**src/rtl/conv_window_scheduler_if.sv**
```systemverilog
// Handshake bundle between the window scheduler and the config, SRAM fetch,
// register-array and OPU sides.
interface conv_window_scheduler_if #(
  parameter int CW   = 8,
  parameter int BITS = 8
);
  localparam int BW = (BITS > 1) ? $clog2(BITS) : 1;

  logic          start;
  logic [CW-1:0] pic_size;
  logic          padding;
  logic          busy;
  logic          done;
  logic          fetch_vld;
  logic          fetch_rdy;
  logic [CW-1:0] win_x;
  logic [CW-1:0] win_y;
  logic [BW-1:0] win_bit;
  logic          load_done;
  logic          opu_vld;
  logic          opu_rdy;
  logic          opu_last;

  modport master (
    input  start, pic_size, padding, fetch_rdy, load_done, opu_rdy,
    output busy, done, fetch_vld, win_x, win_y, win_bit, opu_vld, opu_last
  );

  modport slave (
    output start, pic_size, padding, fetch_rdy, load_done, opu_rdy,
    input  busy, done, fetch_vld, win_x, win_y, win_bit, opu_vld, opu_last
  );
endinterface

```
**src/rtl/conv_window_scheduler.sv**
```systemverilog
// Zig-zag 3x3 window scan over a square bit-serial picture: per window it walks
// every bit-plane through fetch -> register-array load -> OPU presentation.
module conv_window_scheduler #(
  parameter int CW   = 8,
  parameter int BITS = 8
) (
  input  logic sys_clk,
  input  logic sys_rst,
  conv_window_scheduler_if.master bus
);
  localparam int BW = (BITS > 1) ? $clog2(BITS) : 1;

  typedef enum logic [2:0] {IDLE, FETCH, WAIT_LOAD, PRESENT, ADVANCE, FINISH} state_t;

  state_t        state_reg, state_next;
  logic [CW-1:0] w_reg, w_next;
  logic          pad_reg, pad_next;
  logic [CW-1:0] x_reg, x_next;
  logic [CW-1:0] y_reg, y_next;
  logic [BW-1:0] bit_reg, bit_next;
  logic [CW:0]   k_reg, k_next;
  logic [CW-1:0] line_reg, line_next;

  logic [CW+1:0] span;
  logic [CW-1:0] origin;
  logic [CW:0]   lines;
  logic [CW:0]   line_len;
  logic          last_line, single_col, last_in_line, last_bit;

  // Two-column lines hold 2W windows; an odd W leaves a single column at the end.
  assign span         = (CW+2)'(bus.pic_size) + (CW+2)'({bus.padding, 1'b0});
  assign origin       = {CW{pad_reg}};
  assign lines        = ({1'b0, w_reg} + (CW+1)'(1)) >> 1;
  assign last_line    = ({1'b0, line_reg} == lines - (CW+1)'(1));
  assign single_col   = w_reg[0] & last_line;
  assign line_len     = single_col ? {1'b0, w_reg} : {w_reg, 1'b0};
  assign last_in_line = (k_reg == line_len - (CW+1)'(1));
  assign last_bit     = (bit_reg == BW'(BITS - 1));

  assign bus.busy      = (state_reg != IDLE) && (state_reg != FINISH);
  assign bus.done      = (state_reg == FINISH);
  assign bus.fetch_vld = (state_reg == FETCH);
  assign bus.opu_vld   = (state_reg == PRESENT);
  assign bus.opu_last  = (state_reg == PRESENT) && last_bit && last_line && last_in_line;
  assign bus.win_x     = x_reg;
  assign bus.win_y     = y_reg;
  assign bus.win_bit   = bit_reg;

  always_ff @(posedge sys_clk or posedge sys_rst) begin
    if (sys_rst) begin
      state_reg <= IDLE;
      w_reg     <= '0;
      pad_reg   <= 1'b0;
      x_reg     <= '0;
      y_reg     <= '0;
      bit_reg   <= '0;
      k_reg     <= '0;
      line_reg  <= '0;
    end else begin
      state_reg <= state_next;
      w_reg     <= w_next;
      pad_reg   <= pad_next;
      x_reg     <= x_next;
      y_reg     <= y_next;
      bit_reg   <= bit_next;
      k_reg     <= k_next;
      line_reg  <= line_next;
    end
  end

  always_comb begin
    state_next = state_reg;
    w_next     = w_reg;
    pad_next   = pad_reg;
    x_next     = x_reg;
    y_next     = y_reg;
    bit_next   = bit_reg;
    k_next     = k_reg;
    line_next  = line_reg;
    case (state_reg)
      IDLE: begin
        if (bus.start) begin
          pad_next = bus.padding;
          w_next   = CW'(span - (CW+2)'(2));
          if (span < (CW+2)'(3)) begin
            state_next = FINISH;
          end else begin
            x_next     = {CW{bus.padding}};
            y_next     = {CW{bus.padding}};
            bit_next   = '0;
            k_next     = '0;
            line_next  = '0;
            state_next = FETCH;
          end
        end
      end
      FETCH: begin
        // A load_done arriving here belongs to no request and is dropped.
        if (bus.fetch_rdy) state_next = WAIT_LOAD;
      end
      WAIT_LOAD: begin
        if (bus.load_done) state_next = PRESENT;
      end
      PRESENT: begin
        if (bus.opu_rdy) begin
          if (last_bit) begin
            state_next = ADVANCE;
          end else begin
            bit_next   = bit_reg + BW'(1);
            state_next = FETCH;
          end
        end
      end
      ADVANCE: begin
        bit_next = '0;
        if (last_in_line) begin
          if (last_line) begin
            state_next = FINISH;
          end else begin
            line_next  = line_reg + CW'(1);
            k_next     = '0;
            x_next     = origin + CW'({line_next, 1'b0});
            y_next     = origin;
            state_next = FETCH;
          end
        end else begin
          k_next = k_reg + (CW+1)'(1);
          if (single_col) begin
            y_next = y_reg + CW'(1);
          end else begin
            case (k_reg[1:0])
              2'd0:    x_next = x_reg + CW'(1);
              2'd2:    x_next = x_reg - CW'(1);
              default: y_next = y_reg + CW'(1);
            endcase
          end
          state_next = FETCH;
        end
      end
      FINISH: state_next = IDLE;
      default: state_next = IDLE;
    endcase
  end
endmodule

```
**src/flat_wrapper.sv**
```systemverilog
// flat-port wrapper written by rule: the top's interface ports become plain ports
module conv_window_scheduler_flat 
#(
  parameter int CW   = 8,
  parameter int BITS = 8
)
  (sys_clk, sys_rst, bus_start, bus_pic_size, bus_padding, bus_fetch_rdy, bus_load_done, bus_opu_rdy, bus_busy, bus_done, bus_fetch_vld, bus_win_x, bus_win_y, bus_win_bit, bus_opu_vld, bus_opu_last);
  conv_window_scheduler_if #(.CW(CW), .BITS(BITS)) bus_i ();
  input  logic sys_clk;
  input  logic sys_rst;
  input wire logic [$bits(bus_i.start)-1:0] bus_start;
  input wire logic [$bits(bus_i.pic_size)-1:0] bus_pic_size;
  input wire logic [$bits(bus_i.padding)-1:0] bus_padding;
  input wire logic [$bits(bus_i.fetch_rdy)-1:0] bus_fetch_rdy;
  input wire logic [$bits(bus_i.load_done)-1:0] bus_load_done;
  input wire logic [$bits(bus_i.opu_rdy)-1:0] bus_opu_rdy;
  output wire logic [$bits(bus_i.busy)-1:0] bus_busy;
  output wire logic [$bits(bus_i.done)-1:0] bus_done;
  output wire logic [$bits(bus_i.fetch_vld)-1:0] bus_fetch_vld;
  output wire logic [$bits(bus_i.win_x)-1:0] bus_win_x;
  output wire logic [$bits(bus_i.win_y)-1:0] bus_win_y;
  output wire logic [$bits(bus_i.win_bit)-1:0] bus_win_bit;
  output wire logic [$bits(bus_i.opu_vld)-1:0] bus_opu_vld;
  output wire logic [$bits(bus_i.opu_last)-1:0] bus_opu_last;
  assign bus_i.start = bus_start;
  assign bus_i.pic_size = bus_pic_size;
  assign bus_i.padding = bus_padding;
  assign bus_i.fetch_rdy = bus_fetch_rdy;
  assign bus_i.load_done = bus_load_done;
  assign bus_i.opu_rdy = bus_opu_rdy;
  assign bus_busy = bus_i.busy;
  assign bus_done = bus_i.done;
  assign bus_fetch_vld = bus_i.fetch_vld;
  assign bus_win_x = bus_i.win_x;
  assign bus_win_y = bus_i.win_y;
  assign bus_win_bit = bus_i.win_bit;
  assign bus_opu_vld = bus_i.opu_vld;
  assign bus_opu_last = bus_i.opu_last;
  conv_window_scheduler #(.CW(CW), .BITS(BITS)) u_core (.sys_clk(sys_clk), .sys_rst(sys_rst), .bus(bus_i));
endmodule
```
**config.mk**
```make
export PLATFORM = sky130hd
export DESIGN_NAME = conv_window_scheduler_flat
export DESIGN_NICKNAME = d
export VERILOG_FILES = /design/src/rtl/conv_window_scheduler_if.sv /design/src/rtl/conv_window_scheduler.sv /design/src/flat_wrapper.sv
export SDC_FILE = /design/constraint.sdc
export NUM_CORES = 1
export LEC_CHECK = 0
export BUFFER_PORTS_ARGS = -buffer_cell sky130_fd_sc_hd__clkbuf_2
export CORE_ASPECT_RATIO = 1.1
export CORE_MARGIN = 3
export CORE_UTILIZATION = 45
export CTS_CLUSTER_DIAMETER = 40
export CTS_CLUSTER_SIZE = 20
export DETAILED_ROUTE_END_ITERATION = 7
export HOLD_SLACK_MARGIN = 0.05
export PLACE_DENSITY = 0.68
export RECOVER_POWER = 25
export SYNTH_ARGS = -nofsm -noshare
export SYNTH_HDL_FRONTEND = slang
export SYNTH_SLANG_ARGS = --single-unit
```
**constraint.sdc**
```tcl
create_clock -name sys_clk -period 12.3 [get_ports sys_clk]
set_input_delay 3.075 -clock sys_clk [delete_from_list [all_inputs] [get_ports sys_clk]]
set_output_delay 3.075 -clock sys_clk [all_outputs]
set_load 0.01 [all_outputs]
```
# After elaboration in Yosys (flattened, before gate mapping)
# Index checks and enable logic that the tools add are counted.
# totals
elab_cells	98
reg_bits	48
# classes
mux	37
n_addsub	12
bitwise_logic	1
n_lt_le_gt_ge	1
reduce_logical	17
eq_ne	22
# op_table
op	n
2-to-1 mux 8 bit	13
case mux 8 bit (2 select lines)	4
2-to-1 mux 9 bit	5
2-to-1 mux 3 bit	12
adder 8 x 1 -> 8 bit, second input constant	3
case mux 9 bit (2 select lines)	1
case mux 3 bit (5 select lines)	1
AND reduction 5 bit	3
!= test 2 bit, second input constant	7
adder 8 x 1 -> 9 bit, second input constant	1
adder 8 x 2 -> 9 bit	1
adder 9 x 1 -> 9 bit, second input constant	1
== test 3 bit, second input constant	3
== test 8 x 9 -> 1 bit	1
== test 9 bit	1
less-than comparator 9 x 2 -> 1 bit, second input constant	1
!= test 3 bit, second input constant	3
case mux 3 bit (3 select lines)	1
subtractor 8 x 1 -> 9 bit, second input constant	1
subtractor 9 x 1 -> 9 bit, second input constant	1
adder 8 bit	1
AND reduction 4 bit	2
subtractor 8 x 1 -> 8 bit, second input constant	1
subtractor 8 x 2 -> 8 bit, second input constant	1
16 further kinds	21

# Longest topological paths before layout
# depth
ltp_word	9
ltp_mapped	24
depth_no_buf	20

# Least setup slack after synthesis
# Ideal clock, no wire load.
# synth_path
kind	flip-flop to output port
start	register u_core.w_reg[2]
end	output bus_opu_last
n_path_buf	4
arrival_ns	4.930
path_slack_ns	4.295
stages_incl_launch_ff	21
t_required_ns	9.225
path_cell_list	dfrtp_1 -> buf_4 -> clkbuf_1 -> xnor2_1 -> ha_1 -> xnor2_1 -> xnor2_1 -> or4_1 -> a211o_1 -> or2_2 -> clkbuf_1 -> ha_1 -> xor2_1 -> xnor2_1 -> o2111ai_1 -> or3_1 -> a221o_1 -> a211oi_2 -> buf_4 -> nand3_1 -> nor3_1
# synth_between
elab_chain_cells	8
word_cells_on_any_way	9
classes_between	add/sub: 3; eq/ne: 2; mux: 1; bitwise: 1; reduce/logical: 2
# synth_lines
item	line	rtl
from (decl)	conv_window_scheduler.sv:16	logic [CW-1:0] w_reg, w_next;
from (signal assigned)	conv_window_scheduler.sv:61	w_reg <= w_next;
adder 8 x 1 -> 9 bit	conv_window_scheduler.sv:33	assign lines = ({1'b0, w_reg} + (CW+1)'(1)) >> 1;
subtractor 8 x 1 -> 9 bit	conv_window_scheduler.sv:34	assign last_line = ({1'b0, line_reg} == lines - (CW+1)'(1));
== test 8 x 9 -> 1 bit	conv_window_scheduler.sv:34	
bitwise AND 1 bit	conv_window_scheduler.sv:35	assign single_col = w_reg[0] & last_line;
2-to-1 mux 9 bit	conv_window_scheduler.sv:36	assign line_len = single_col ? {1'b0, w_reg} : {w_reg, 1'b0};
subtractor 9 x 1 -> 9 bit	conv_window_scheduler.sv:37	assign last_in_line = (k_reg == line_len - (CW+1)'(1));
== test 9 bit	conv_window_scheduler.sv:37	
logical AND 1 bit (*)	conv_window_scheduler.sv:44	assign bus.opu_last = (state_reg == PRESENT) && last_bit && last_line && last_in_line;
to (decl)	flat_wrapper.sv:24	output wire logic [$bits(bus_i.opu_last)-1:0] bus_opu_last;
# Mark *: on every way between the ends. The rest lies on a longest branch, timed or not.

# Worst setup path after layout
# layout_path
start	register u_core.w_reg[1]
end	output bus_opu_last
# The elaborated chain is that of the path after synthesis.

==> results.toml <==
[worst_setup_path]
required_ps = 9220
crit_path_start_kind = "flip-flop"
path_cells = "ha_1 > xnor2_1 > ha_1 > xnor2_1 > xnor2_1 > or4_1 > a211o_1 > or2_2 > ha_1 > xor2_1 > xnor2_1 > o2111ai_1 > or3_1 > a221o_1 > a211oi_2 > nand3_1 > nor3_1 > clkbuf_2"
crit_family = "simple AND/OR/NAND/NOR gates"
path_common_cell = "xnor2_1"
path_buf_inv = 1
crit_type = "reg2out"
path_max_fanout = 21
crit_slowest_cell = "dfrtp_1"
crit_arrival_ps = 6800
slowest_delay_ps = 780
endpoint_kind = "output port"

[timing]
rsz0062_at_grt = "false"
fmaxAchievable_mhz = 101
hold_viol_final = 0
slew_headroom_pct = -26.2
skew_ps = 10.3
setup-violations-final = 0
tightest_slew_ps = 1890
setup_tns_ps = 0
fin_crit_sh_pct = 80.3
drv_slew = 49
period_needed_ps = 9880
whs_ps = 521

[clock_network]
cts_post_setup_buffers_inserted = 0
clock_sinks = 48
cts_max_level = 2
clockRootBuffer = "clkbuf_8"
clockBufferDepth = 2
ctsResizeCount = 0
numCtsBuffers = 5
cts_tree = "built"
clock_latency_ps = 320
ctsHoldBuffers = 0
clk_pin_slew_ps = 90

[power_and_ir_drop]
ir_drop_mv = 0.0914
powerDensity_nw_per_um2 = 220
leakage_nw = 2.00

[route]
vias = 4122
drtPass1Iterations = 5
routed_wl_mm = 11.2
drtIter0Drc = 233
postRouteAntennaNets = 0
drc_errors = 0
wl_per_cell_um = 16.5
routed_via_density = 6.06

[synthesis]
synth_edf_count = 0
ys_seq_area_share_pct = 25.9
ys.flop_type = "dfrtp_1"
synth_seq_cells = 48
synth.largest_area_cell = "dfrtp_1"
synth_cell_types = 59
avgSynthCellArea_um2 = 8.37
synthesis.area_um2 = 4630
yosysWarnings = 0
synthDominantCellAreaShare_pct = 25.9
async_flop_share_pct = 100
synth_top_cells_by_area = "dfrtp_1, xnor2_1, ha_1, mux2_2, nand3_1"
syn-num-nets = 597
synth_cells = 554

[placed_design]
gp_congestion = 0.871
dpl.cell_count = 672
hpwl_mm = 8.26
io_buffers = 38
dpl_cell_area_um2 = 4800

[cells_and_area]
seqCellArea_um2 = 1200
antenna_cells = 0
final_cell_mix = "dfrtp_1, xnor2_1, clkbuf_2"
design_area_um2 = 4890
fill_cells = 948
multiInputGateArea_um2 = 3140
final_util_pct = 49.2
final_common_cell = "dfrtp_1"
area_growth_pct = 5.51
largest_register_ffs = 9
drive_gt1_share_pct = 12.7
finalNonFillerCells = 680
nets = 602

[floorplan]
num_rows = 38
dieArea_um2 = 11600
die_h_um = 112
fp.coreArea_um2 = 9940
start_util_pct = 46.6
pin_count = 39
die_width_um = 103

[grt]
grt.total_usage_pct = 20.2
grt_max_degree = 49
antenna_found_initial = 0
grt_pass1_wl_mm = 19.1
overflow = 0
grt_pass1_vias = 3958

[flow_run]
maxCapViolCount = 1

[run_status]
status = "finished, violations left"
violations = "max-capacitance violations, max-slew violations"

[worst_hold_path]
min_path_type = "reg2reg"
## tightest hold or removal path, cell delays in order (launching register included)
cell and delay (ps):
dfrtp_1 380, nand2_1 50, o21ai_0 60
## power by group
part | total (mW) | leakage (nW) | internal (mW) | switching [mW]
Clock | 0.102 | 0.0510 | 0.0450 | 0.0574
Sequential | 0.338 | 0.614 | 0.211 | 0.127
Combinational | 0.635 | 1.33 | 0.284 | 0.351
Total | 1.08 | 2.00 | 0.540 | 0.535
## cells in the mapped netlist (8+ instances only)
cell      instances
a21oi_1          20
a31oi_1          12
and3_1            8
buf_2             9
clkbuf_1         27
dfrtp_1          48
ha_1             26
inv_1            29
mux2_2           17
mux2i_1           8
nand2_1          35
nand2b_1          9
nand3_1          30
nand4_1          13
nor2_1           32
nor3_1           10
nor4_1            9
o211ai_1         10
o21a_1            8
o21ai_0          25
o31ai_1          13
or3_1             9
xnor2_1          45
xor2_1           13
## path summary, 6_finish.rpt
check	from	end	slack, ps	cells after the start
max in group asynchronous	sys_rst	u_core.w_reg[6]	7870	2
min reg2reg	u_core.bus.win_bit[1]	u_core.bus.win_bit[1]	520	2
max	u_core.w_reg[1]	bus_opu_last	2420	18
max reg2reg	u_core.w_reg[1]	u_core.bus.win_y[0]	5140	18
min in group asynchronous	sys_rst	u_core.k_reg[8]	3340	2
min	u_core.bus.win_bit[1]	u_core.bus.win_bit[1]	520	2
## metrics by stage
stage / total power [mW] / setup WS, ps
after floorplan: 0.829 / 4300
after global placement: 0.959 / 3010
after detailed placement: 0.972 / 2820
after CTS: 1.08 / 2480
after global routing: 1.18 / 1960
final: 1.08 / 2420
## cell families after synthesis
| kind of cell | synth area share [%] |
|---|---|
| AOI/OAI and AO/OA | 21.7 |
| and+or+nand+nor | 21.4 |
| DFF | 25.9 |
| xor gates and xnor gates | 11.0 |
| buffers and inverters | 6.32 |
| muxes | 5.86 |
| adders and majority gates | 7.88 |
## area by class of cell
type / instances / area share [%]
flip-flops and latches: 48 / 24.6
well taps: 120 / 3.07
inverters: 29 / 2.23
clock buffers: 6 / 1.69
repair buffers: 39 / 4.02
clock inverters: 2 / 0.205
multi-input cells: 436 / 64.2
## layer usage
layer	global-route usage, %	routed length, um	share of wire [%]	up-vias
met4	4.92	164	1.5	0
met3	2.24	382	3.4	13
li1	-	-	-	2030
met1	27.7	5100	45	1986
met2	33.8	5580	50	93
met5	0	0	0	-
No activity file was read; power rests on OpenSTA's default activity.
